`config.mk`:
```
export PLATFORM = sky130hd
export DESIGN_NAME = frame_buf_ctrl
export DESIGN_NICKNAME = d
export VERILOG_FILES = /design/src/rtl/frame_buf_ctrl.sv
export SDC_FILE = /design/constraint.sdc
export NUM_CORES = 1
export LEC_CHECK = 0
export CAP_MARGIN = 10
export CORE_MARGIN = 5
export CORE_UTILIZATION = 40
export DETAILED_ROUTE_END_ITERATION = 6
export HOLD_SLACK_MARGIN = 0.1
export PLACE_DENSITY_LB_ADDON = 0.15
export REMOVE_ABC_BUFFERS = 1
export SKIP_LAST_GASP = 1
export SLEW_MARGIN = 10
export SYNTH_ARGS = -nofsm -noshare
export SYNTH_HDL_FRONTEND = slang
export SYNTH_SLANG_ARGS = --single-unit
```
`constraint.sdc`:
```
create_clock -name clk -period 7.26 [get_ports clk]
set_input_delay 1.452 -clock clk [delete_from_list [all_inputs] [get_ports clk]]
set_output_delay 1.452 -clock clk [all_outputs]
set_load 0.02 [all_outputs]
```
`src/rtl/frame_buf_ctrl.sv`:
```
// frame_buf_ctrl: ping-pong bank sequencer for data_mem with valid/ready streams on both sides.
// Optional macro FRAME_BUF_REPEAT_EN: keep replaying the newest complete frame until another one exists.
module frame_buf_ctrl #(
  parameter int DATA_WIDTH = 32,
  parameter int ADDR_WIDTH = 3
) (
  input  logic                  clk,
  input  logic                  reset,
  input  logic                  in_valid,
  input  logic [DATA_WIDTH-1:0] in_data,
  output logic                  in_ready,
  output logic                  out_valid,
  output logic [DATA_WIDTH-1:0] out_data,
  output logic                  out_last,
  input  logic                  out_ready,
  output logic                  mem_wr_en,
  output logic [ADDR_WIDTH-1:0] mem_wr_addr,
  output logic [DATA_WIDTH-1:0] mem_wr_data,
  output logic                  mem_rd_en,
  output logic [ADDR_WIDTH-1:0] mem_rd_addr,
  input  logic [DATA_WIDTH-1:0] mem_rd_data,
  output logic                  wr_bank,
  output logic                  rd_bank
);
  localparam int OW = ADDR_WIDTH - 1;
  localparam logic [OW-1:0] LAST_OFS = '1;

  typedef enum logic {R_IDLE, R_DRAIN} r_state_t;

  typedef struct packed {
    logic                  last;
    logic [DATA_WIDTH-1:0] data;
  } entry_t;

  logic [1:0]    full;
  logic          wb, rb;
  logic [OW-1:0] wa, ra;
  r_state_t      r_state;
  logic          in_flight, in_flight_last;
  logic [1:0]    occ;
  entry_t        head, tail, fresh;

  logic       wr_fire, wr_done, pop;
  logic       rd_active, rd_issue, rd_last, rd_release;
  logic [2:0] level;

  // NOTE: every signal here is assigned on every pass, so no latch can be inferred.
  always_comb begin
    in_ready  = reset && !full[wb];
    wr_fire   = in_valid && in_ready;
    wr_done   = wr_fire && (wa == LAST_OFS);
    out_valid = (occ != 2'd0);
    pop       = out_valid && out_ready;
    level     = {1'b0, occ} + {2'b00, in_flight} - {2'b00, pop};
    // Issuing straight out of R_IDLE saves a cycle of frame latency.
    rd_active = (r_state == R_DRAIN) || full[rb];
    rd_issue  = rd_active && (level < 3'd2);
    rd_last   = rd_issue && (ra == LAST_OFS);
`ifdef FRAME_BUF_REPEAT_EN
    rd_release = rd_last && full[~rb];
`else
    rd_release = rd_last;
`endif
    fresh = '{last: in_flight_last, data: mem_rd_data};
  end

  assign mem_wr_en   = wr_fire;
  assign mem_wr_addr = {wb, wa};
  assign mem_wr_data = in_data;
  assign mem_rd_en   = rd_issue;
  assign mem_rd_addr = {rb, ra};
  assign out_data    = head.data;
  assign out_last    = out_valid && head.last;
  assign wr_bank     = wb;
  assign rd_bank     = rb;

  // NOTE: sequential state uses non-blocking assignments so each register sees pre-edge values.
  always_ff @(posedge clk or negedge reset) begin
    if (!reset) begin
      full           <= '0;
      wb             <= 1'b0;
      wa             <= '0;
      rb             <= 1'b0;
      ra             <= '0;
      r_state        <= R_IDLE;
      in_flight      <= 1'b0;
      in_flight_last <= 1'b0;
    end else begin
      if (wr_fire) wa <= wa + 1'b1;
      if (wr_done) begin
        full[wb] <= 1'b1;
        wb       <= ~wb;
      end
      // The writer never owns a full bank, so this clear never collides with the set above.
      if (rd_release) begin
        full[rb] <= 1'b0;
        rb       <= ~rb;
      end
      if (rd_issue) ra <= ra + 1'b1;
      in_flight      <= rd_issue;
      in_flight_last <= rd_last;
      if (rd_release) r_state <= full[~rb] ? R_DRAIN : R_IDLE;
      else if (full[rb]) r_state <= R_DRAIN;
    end
  end

  // NOTE: the two FIFO slots are ordinary registers and are reset too; data_mem itself is never cleared.
  always_ff @(posedge clk or negedge reset) begin
    if (!reset) begin
      occ  <= 2'd0;
      head <= '0;
      tail <= '0;
    end else begin
      case ({in_flight, pop})
        2'b10: begin
          if (occ == 2'd0) head <= fresh;
          else             tail <= fresh;
          occ <= occ + 2'd1;
        end
        2'b01: begin
          head <= tail;
          occ  <= occ - 2'd1;
        end
        2'b11: begin
          if (occ == 2'd1) head <= fresh;
          else begin
            head <= tail;
            tail <= fresh;
          end
        end
        default: ;
      endcase
    end
  end

endmodule
```
## Word-level counts from Yosys, hierarchy flattened

Index checks and enable logic that the tools add are counted.

| word-level totals | value |
|---|---|
| register bits | 79 |
| input port bits | 68 |
| output and inout bits | 77 |

| cells by class | value |
|---|---|
| add/sub/neg operators | 6 |
| order comparisons | 6 |
| equality and inequality tests | 9 |
| muxes and demuxes | 22 |
| bitwise gates (word level) | 5 |
| reductions and logical operators | 19 |

Operators by type and width:

| cell | count |
|---|---|
| $mux 33 | 4 |
| $pmux 33 s3 | 1 |
| $pmux 33 s2 | 1 |
| $mux 1 | 11 |
| $logic_and 1x1->1 | 9 |
| $eq 2x2->1 const B | 4 |
| $reduce_bool 2->1 | 4 |
| $add 2x1->2 const B | 3 |
| $lt 1x2->1 const B | 3 |
| $ne 2x2->1 const B | 3 |
| $eq 2x1->1 const B | 2 |
| $mux 2 | 2 |
| $pmux 2 s2 | 1 |
| $add 2x1->3 | 1 |
| $lt 3x2->1 const B | 1 |
| $reduce_and 3->1 | 1 |
| $reduce_bool 3->1 | 1 |
| $sub 3x1->3 | 1 |
| $and 2x2->2 | 1 |
| $demux 1 s1 | 2 |
| $ge 1x1->1 const B | 2 |
| $logic_not 2->1 | 1 |
| $not 1->1 | 2 |
| $not 2->2 | 1 |
| 5 further kinds | 5 |

## Logic depth before layout (Yosys ltp)

Gate-level depths: netlist of run 1.

| depth | value |
|---|---|
| depth in word-level cells | 9 |
| gate-level depth with buffers | 11 |
| gate-level depth less buffers | 10 |

## Worst setup path after synthesis of run 1

OpenSTA, ideal clock, no wires.

| timing | value |
|---|---|
| kind | input port to output port |
| start | in out_ready |
| end | out mem_rd_en |
| arrival time | 2.798 ns |
| data required time | 5.808 ns |
| setup slack | 3.010 ns |
| cell stages on the path | 7 |
| cell sequence | nand2b_4 nor2_1 o21ai_0 fa_1 xnor2_1 o211ai_1 inv_1 |

| between the ends | value |
|---|---|
| longest elaborated chain between the ends | 4 |

RTL lines:

| what | RTL line | source |
|---|---|---|
| start: declaration | 15 | `input logic out_ready,` |
| $logic_and 1x1->1 | 53 | `pop = out_valid && out_ready;` |
| $sub 3x1->3 | 54 | `level = {1'b0, occ} + {2'b00, in_flight} - {2'b00, pop};` |
| $lt 3x2->1 | 57 | `rd_issue = rd_active && (level < 3'd2);` |
| $logic_and 1x1->1 | 57 |  |
| end: declaration | 19 | `output logic mem_rd_en,` |

Every way passes these cells.

## Final worst setup path of run 1

Ends and elaborated chain as after synthesis.

==> results of run 1 <==
-- kinds of logic (layout without fill, tap and decap cells) --
group,Yosys count,after routing,synth area share (%)
buffers and inverters,87,105,15.6
and+or+nand+nor,54,54,8.59
DFF,79,79,49.9
adders and majority gates,7,7,2.40
AOI/OAI and AO/OA,47,47,11.5
muxes,38,38,10.7
xor gates and xnor gates,6,6,1.33
-- final timing paths --
kind,to,start,slack [ns],depth (start not counted)
worst min register to register,out_data[6]$_DFFE_PN0P_,tail[6]$_DFFE_PN0P_,0.49,1
max in group asynchronous,occ[1]$_DFFE_PN0P_,reset,5.18,2
worst min-delay path,out_data[6]$_DFFE_PN0P_,tail[6]$_DFFE_PN0P_,0.49,1
worst max-delay path,mem_rd_en,out_ready,1.64,9
worst max register to register,out_data[4]$_DFFE_PN0P_,occ[1]$_DFFE_PN0P_,4.44,8
min in group asynchronous,out_data[28]$_DFFE_PN0P_,reset,0.96,1
-- power by group through the flow --
stage | logic [mW] | clock network, mW | registers, mW
finish | 1.13 | 0.339 | 0.801
global route | 1.23 | 0.370 | 0.835
CTS | 1.15 | 0.350 | 0.803
detailed placement | 1.15 | 0 | 0.808
global placement | 1.13 | 0 | 0.805
floorplan | 0.589 | 0 | 0.917
-- cells in the mapped netlist, types with 2 or more instances --
library cell,instances,area share [%]
nand3_1,2,0.25
o21ai_0,3,0.38
buf_2,3,0.38
nor2_1,7,0.66
a221o_2,3,0.85
dfrtp_1,79,50
buf_6,5,1.4
xnor2_1,5,1.1
a221o_1,30,7.6
o2111a_1,2,0.57
clkbuf_1,6,0.57
inv_1,6,0.57
mux2i_1,2,0.51
mux2_2,36,10
and2_1,34,5.4
buf_4,66,13
ha_1,6,1.9
-- registers in the layout (all words and copies together) (netlist names), 2 cells and up --
| register | count |
|---|---|
| tail | 33 |
| out_data | 32 |
| full | 2 |
| occ | 2 |
| ra | 2 |
| wa | 2 |
-- cell type report --
type	count	area, µm²	area share (%)
clock buffers	10	138	3.00
multi-input cells	152	1390	30.3
well taps	133	166	3.63
repair buffers	82	813	17.8
inverters	7	28.8	0.628
flip-flops and latches	79	1980	43.2
clock inverters	6	70.1	1.53
-- metrics by stage --
stage / hold WS [ns] / utilization [%]
detailed placement: 0.485 / 44.9
global route: 0.516 / 47.1
global placement: 0.480 / 44.9
floorplan: 0.474 / -
finish: 0.495 / 47.1
CTS: 0.501 / 47.1
-- routing by layer --
metal | vias up | wire length [µm]
met1 | 1182 | 4080
met3 | 8 | 1100
li1 | 1086 | -
met5 | - | 0
met2 | 99 | 3620
met4 | 0 | 67
-- placed cells by master (no fill, tap or decap), types with 2 or more instances in the layout --
cell type and instances:
o2111a_1 2, o21ai_0 3, xnor2_1 5, clkinv_4 4, mux2_2 36, a221o_2 3, clkdlybuf4s50_1 79, and2_1 34
inv_1 6, nand3_1 2, nor2_1 7, dfrtp_1 79, buf_4 3, clkbuf_8 10, a221o_1 30, ha_1 6
==> flow_summary.json, run 1 <==
{
  "status": "finished, final reports clean",
  "tightestPinTransition_ns": 0.946,
  "die_h_um": 110,
  "dpl-instance-area_um2": 4370,
  "io_pins": 145,
  "drt_iter0_drc": 64,
  "coreArea_um2": 9730,
  "finalPower_mw": 2.27,
  "gr-total-overflow": 0,
  "detail-route-antenna-nets": 0,
  "die_w_um": 110,
  "yosys_warnings": 0,
  "finalHoldViolCount": 0,
  "fin_tns_setup_ns": 0,
  "fin_cells": 469,
  "cp-end-kind": "output port",
  "synth_seq_area_share_pct": 49.9,
  "synthFlopType": "dfrtp_1",
  "num-fill-cells": 935,
  "rows": 36,
  "clkPwrFrac_pct": 14.9,
  "ys_seq_elements": 79,
  "nets": 406,
  "report.final.slew_viol_count": 0,
  "leakage_nw": 1.94,
  "max-slew-margin-rel_pct": 35.6,
  "postSynthCellCount": 318,
  "clkSinkCount": 79,
  "fmax_mhz": 178,
  "grt_pass1_vias": 2525,
  "route.detailed.drc": 0,
  "setup_slack_ns": 1.64,
  "clockBufferDepth": 2,
  "grtUsageMet3_pct": 10.0,
  "place.gp.congestion": 0.735,
  "syn_area_per_cell_um2": 12.5,
  "pwr-share-comb_pct": 49.8,
  "area_growth_pct": 15.6,
  "stdcell_area_um2": 4580,
  "switchingPower_mw": 0.837,
  "finalSetupViolations": 0,
  "powerDensity_nw_per_um2": 496,
  "grtUsageMet2_pct": 20.4,
  "start_util_pct": 40.7,
  "clk_pin_slew_ns": 0.10,
  "cp_top_family": "buffers and inverters",
  "syn-cell-area_um2": 3960,
  "grt_first_pass_wirelength_um": 14000,
  "io_buffers": 80,
  "arrival_ns": 4.16,
  "cpMaxStageDelayCell": "clkdlybuf4s50_1",
  "ctsHoldBuffers": 0,
  "dp_hpwl_um": 5770,
  "ctsHtreeMaxLevel": 3,
  "cts.repair.resized": 0,
  "fin_crit_sh_pct": 77.3,
  "cp_common_cell": "clkdlybuf4s50_1",
  "rsz0062_at_grt": "no",
  "path_class": "in -> out",
  "via_per_inst": 5.06,
  "root_buffer": "clkbuf_8",
  "worst_setup_path_start_kind": "input pin",
  "layout-drive-gt1-share_pct": 20.5,
  "dr.pass1.iters": 4,
  "num_antenna_cells": 0,
  "wire_per_inst_um": 18.9,
  "critPathRequiredTime_ns": 5.81,
  "post_cts_buffers": 0,
  "pre_cts_slack_ns": 1.63,
  "path_buf_inv": 3,
  "seq_power_share_pct": 35.3,
  "path_cells": "clkdlybuf4s50_1, nand2b_4, nor2_1, o21ai_0, fa_1, xnor2_1, o211ai_1, inv_1, clkdlybuf4s50_1",
  "grt_antenna_before_repair": 0,
  "post-place-cells": 453,
  "ys_types": 40,
  "async_flop_share_pct": 100,
  "grt_use_total_pct": 15.5,
  "min_path_type": "reg -> reg",
  "finClkSkew_ns": 0.0170,
  "cts_tree": "done",
  "grt_max_degree": 65,
  "drt-total-wl_um": 8870,
  "grt_busiest_layer": "met1",
  "maxCapViolCount": 0,
  "synth_edf_count": 0,
  "max_stage_delay_ns": 0.64,
  "swShare_pct": 36.8,
  "ir_drop_mv": 0.281,
  "numCtsBuffers": 9,
  "intPower_mw": 1.44,
  "vias": 2375,
  "gr-usage-met1_pct": 21.1,
  "insertion_delay_ns": 0.35,
  "crit_fanout": 6,
  "dieArea_um2": 12000,
  "period_minus_slack_ns": 5.62
}
No activity file was read; power rests on OpenSTA's default activity.
==> inputs of run 2 (changes only) <==
Clock period 7.26 ns to 5.5 ns, I/O delays scaled along.
==> flow_summary.json, run 2 (synthesis results as in run 1) <==
{
  "num_antenna_cells": 0,
  "status": "finished, final reports clean",
  "max_stage_delay_ns": 0.64,
  "finalSetupViolations": 0,
  "path_buf_inv": 3,
  "reg2reg_to": "out_data[5]$_DFFE_PN0P_",
  "grt_use_total_pct": 15.6,
  "arrival_ns": 3.79,
  "grt_max_degree": 62,
  "finClkSkew_ns": 0.00949,
  "seq_power_share_pct": 34.4,
  "num-fill-cells": 912,
  "place.gp.congestion": 0.712,
  "cpMaxStageDelayCell": "clkdlybuf4s50_1",
  "cp-end-kind": "output port",
  "cts.repair.resized": 0,
  "io_buffers": 80,
  "ir_drop_mv": 0.369,
  "wire_per_inst_um": 18.8,
  "via_per_inst": 5.15,
  "insertion_delay_ns": 0.34,
  "area_growth_pct": 16.5,
  "cp_common_cell": "clkdlybuf4s50_1",
  "seq_area_um2": 1980,
  "cp_top_family": "buffers and inverters",
  "largest_register_ffs": 33,
  "critPathRequiredTime_ns": 4.40,
  "pwr-share-comb_pct": 48.7,
  "final_cell_mix": "dfrtp_1, clkdlybuf4s50_1, mux2_2",
  "intPower_mw": 1.98,
  "fin_tns_setup_ns": 0,
  "max-slew-margin-rel_pct": 36.8,
  "maxCapViolCount": 0,
  "vias": 2411,
  "dr.pass1.iters": 4,
  "layout-drive-gt1-share_pct": 20.3,
  "rrSetupSlack_ns": 2.66,
  "numCtsBuffers": 9,
  "startpoint": "out_ready",
  "dp_hpwl_um": 5760,
  "io_pins": 145,
  "ctsHoldBuffers": 0,
  "post_cts_buffers": 0,
  "clkSinkCount": 79,
  "fmax_mhz": 205,
  "dieArea_um2": 12000,
  "leakage_nw": 1.95,
  "grt_first_pass_wirelength_um": 14000,
  "clockBufferDepth": 2,
  "grt_antenna_before_repair": 0,
  "clk_pin_slew_ns": 0.07,
  "grt_pass1_vias": 2561,
  "final_util_pct": 47.5,
  "rsz0062_at_grt": "no",
  "worst_setup_path_start_kind": "input pin",
  "crit_fanout": 6,
  "rows": 36,
  "cp-endpoint": "mem_rd_en",
  "drt_iter0_drc": 73,
  "coreArea_um2": 9730,
  "min_path_type": "reg -> reg",
  "path_cells": "clkdlybuf4s50_1, nand2b_4, nor2_1, o21ai_0, fa_1, xnor2_1, o211ai_1, inv_1, clkdlybuf4s50_1",
  "die_w_um": 110,
  "tightestPinTransition_ns": 0.928,
  "largest-register": "tail",
  "nets": 406,
  "period_minus_slack_ns": 4.89,
  "fin_crit_sh_pct": 88.9,
  "die_h_um": 110,
  "powerDensity_nw_per_um2": 666,
  "r2r_start": "occ[1]$_DFFE_PN0P_",
  "route.detailed.drc": 0,
  "ctsHtreeMaxLevel": 3,
  "finalHoldViolCount": 0,
  "multi_input_area_um2": 1390,
  "detail-route-antenna-nets": 0,
  "crit_cells": 9,
  "path_class": "in -> out",
  "swShare_pct": 35.5,
  "root_buffer": "clkbuf_8",
  "drt-total-wl_um": 8810,
  "cts_tree": "done",
  "gr-total-overflow": 0,
  "clkPwrFrac_pct": 16.9,
  "switchingPower_mw": 1.09,
  "start_util_pct": 40.7,
  "ff2ff_path_depth": 8,
  "report.final.slew_viol_count": 0
}
## run 2: cell types whose count changed in the layout (fill, tap and decap cells not counted), sizes merged
cell / change
clkinvlp: +1
clkinv: -4
bufinv: +2
## run 2: routing by layer
layer  wire, µm  up-vias  track usage, %  part of all wire [%]
met4         48        0            4.01                  0.54
met2       3640      111            20.4                    41
met3       1130        4            9.10                    13
met5          0        -            1.79                     0
met1       4000     1209            21.6                    45
li1           -     1087               -                     -
## run 2: layout make-up
class                           instances  area share (%)
Sequential cell                        79            42.8
Multi-Input combinational cell        152            30.1
Timing Repair Buffer                   82            17.6
Tap cell                              133            3.60
Clock buffer                           10            2.98
Clock inverter                          5            2.30
Inverter                                7           0.623
## run 2: metrics by stage
step / worst slack (ns) / std cells / cell area [µm²] / power, mW / hold slack (ns)
2_1_floorplan: 1.95 / 238 / 3370 / 1.99 / 0.474
3_3_place_gp: 0.646 / 453 / 4370 / 2.56 / 0.480
3_5_place_dp: 0.593 / 453 / 4370 / 2.59 / 0.485
4_1_cts: 0.585 / 468 / 4620 / 3.13 / 0.498
5_1_grt: 0.414 / 468 / 4620 / 3.30 / 0.511
6_report: 0.611 / 468 / 4620 / 3.08 / 0.499
## run 2: how the worst min path moves through the flow
| stage | start | to | depth (start not counted) | slack, ns |
|---|---|---|---|---|
| after floorplan | in_flight_last$_DFF_PN0_ | head[32]$_DFFE_PN0P_ | 1 | 0.47 |
| after global placement | tail[12]$_DFFE_PN0P_ | out_data[12]$_DFFE_PN0P_ | 1 | 0.48 |
| after detailed placement | tail[26]$_DFFE_PN0P_ | out_data[26]$_DFFE_PN0P_ | 1 | 0.48 |
| after CTS | in_flight_last$_DFF_PN0_ | head[32]$_DFFE_PN0P_ | 1 | 0.50 |
| after global routing | tail[10]$_DFFE_PN0P_ | out_data[10]$_DFFE_PN0P_ | 1 | 0.51 |
| final | ra[0]$_DFFE_PN0P_ | ra[0]$_DFFE_PN0P_ | 1 | 0.50 |
## run 2: power groups by stage
stage	combinational, mW	clock, mW	sequential, mW
after CTS	1.53	0.537	1.06
final	1.50	0.521	1.06
after floorplan	0.778	0	1.21
after global routing	1.63	0.570	1.10
after detailed placement	1.52	0	1.07
after global placement	1.50	0	1.06
==> inputs of run 3 (changes only) <==
Clock period 5.5 ns to 4.31 ns, I/O delays scaled along.
==> flow_summary.json, run 3 (synthesis results as in run 1) <==
{
  "grt_antenna_before_repair": 0,
  "drt_iter0_drc": 81,
  "numCtsBuffers": 9,
  "grt_use_total_pct": 15.7,
  "report.final.slew_viol_count": 0,
  "worst_setup_path_start_kind": "input pin",
  "tightestPinTransition_ns": 0.912,
  "setup_slack_ns": 0.553,
  "rsz0062_at_grt": "no",
  "num-fill-cells": 923,
  "status": "finished, final reports clean",
  "min_path_type": "in -> async",
  "leakage_nw": 1.97,
  "period_minus_slack_ns": 3.76,
  "route.detailed.drc": 0,
  "dr.pass1.iters": 4,
  "maxCapViolCount": 0,
  "clkSinkCount": 79,
  "dp_hpwl_um": 5850,
  "fmax_mhz": 266,
  "clk_pin_slew_ns": 0.09,
  "grt_first_pass_wirelength_um": 14200,
  "finClkSkew_ns": 0.0123,
  "grt_pass1_vias": 2540,
  "layout-drive-gt1-share_pct": 21.0,
  "area_growth_pct": 17.1,
  "insertion_delay_ns": 0.34,
  "coreArea_um2": 9730,
  "finalSetupViolations": 0,
  "clockBufferDepth": 2,
  "io_pins": 145,
  "r2r_start": "occ[1]$_DFFE_PN0P_",
  "fin_cells": 471,
  "die_h_um": 110,
  "ff2ff_path_depth": 8,
  "rrSetupSlack_ns": 1.59,
  "arrival_ns": 2.89,
  "layout_commonest_cell": "dfrtp_1",
  "detail-route-antenna-nets": 0,
  "start_util_pct": 40.7,
  "ctsHoldBuffers": 0,
  "vias": 2395,
  "drt-total-wl_um": 8870,
  "reg2reg_to": "out_data[5]$_DFFE_PN0P_",
  "wire_per_inst_um": 18.8,
  "ctsHtreeMaxLevel": 3,
  "num_antenna_cells": 0,
  "fin_crit_sh_pct": 87.2,
  "max-slew-margin-rel_pct": 37.9,
  "largest-register": "tail",
  "gr-total-overflow": 0,
  "nets": 408,
  "place.gp.congestion": 0.743,
  "die_w_um": 110,
  "critPathRequiredTime_ns": 3.45,
  "root_buffer": "clkbuf_8",
  "cts_tree": "done",
  "hold-worst-slack_ns": 0.403,
  "ir_drop_mv": 0.420,
  "pre_cts_slack_ns": 0.151,
  "startpoint": "out_ready",
  "final_cell_mix": "dfrtp_1, clkdlybuf4s50_1, mux2_2",
  "via_per_inst": 5.08,
  "rows": 36,
  "powerDensity_nw_per_um2": 851,
  "crit_fanout": 3,
  "post-place-cells": 455,
  "fin_tns_setup_ns": 0,
  "path_class": "in -> out",
  "dieArea_um2": 12000,
  "largest_register_ffs": 33,
  "cp-endpoint": "mem_rd_en",
  "grt_max_degree": 62,
  "finalHoldViolCount": 0,
  "io_buffers": 80,
  "cp-end-kind": "output port"
}
## run 3: through the flow
stage          area [µm²]  util [%]  total power [mW]
6_report             4640      47.7              3.95
4_1_cts              4630      47.6              4.01
3_3_place_gp         4390      45.1              3.29
5_1_grt              4640      47.7              4.23
3_5_place_dp         4390      45.1              3.32
2_1_floorplan        3370         -              2.54
## run 3: area by class of cell
| type | instances | area (µm²) | share of cell area [%] |
|---|---|---|---|
| tap | 133 | 166 | 3.59 |
| sequential | 79 | 1980 | 42.6 |
| clock inverter | 5 | 105 | 2.27 |
| timing repair buffer | 84 | 831 | 17.9 |
| multi-input combinational | 152 | 1390 | 30.0 |
| inverter | 7 | 28.8 | 0.620 |
| clock buffer | 11 | 141 | 3.05 |
## run 3: power by group
part	switching, mW	internal (mW)	total [mW]
registers	0.228	1.12	1.35
clock network	0.264	0.401	0.666
logic	0.907	1.02	1.93
total	1.40	2.55	3.95
## run 3: metal layers
metal	global-route usage, %	wire length [µm]
met5	1.79	0
met4	4.27	78
met2	20.4	3640
met3	8.46	971
met1	22.3	4180
## run 3: worst min-delay path by stage
stage,start,cells past startpoint,to
finish,reset,1,out_data[12]$_DFFE_PN0P_
global route,reset,1,out_data[12]$_DFFE_PN0P_
CTS,reset,1,out_data[12]$_DFFE_PN0P_
detailed placement,tail[16]$_DFFE_PN0P_,1,out_data[16]$_DFFE_PN0P_
global placement,tail[24]$_DFFE_PN0P_,1,out_data[24]$_DFFE_PN0P_
floorplan,in_flight_last$_DFF_PN0_,1,head[32]$_DFFE_PN0P_
## run 3: worst max-delay path, stage by stage
cell and delay (ns):
clkdlybuf4s50_1 0.53, nand2b_4 0.08, nor2_1 0.16, o21ai_0 0.14, fa_1 0.40, xnor2_1 0.19
o211ai_1 0.19, inv_1 0.11, dlymetal6s2s_1 0.22
## run 3: what timing repair did
action / 4_1_cts / 5_1_grt
endpoints found under the setup margin: 0 / 1
buffers inserted: 0 / 0
resized for setup: 0 / 2
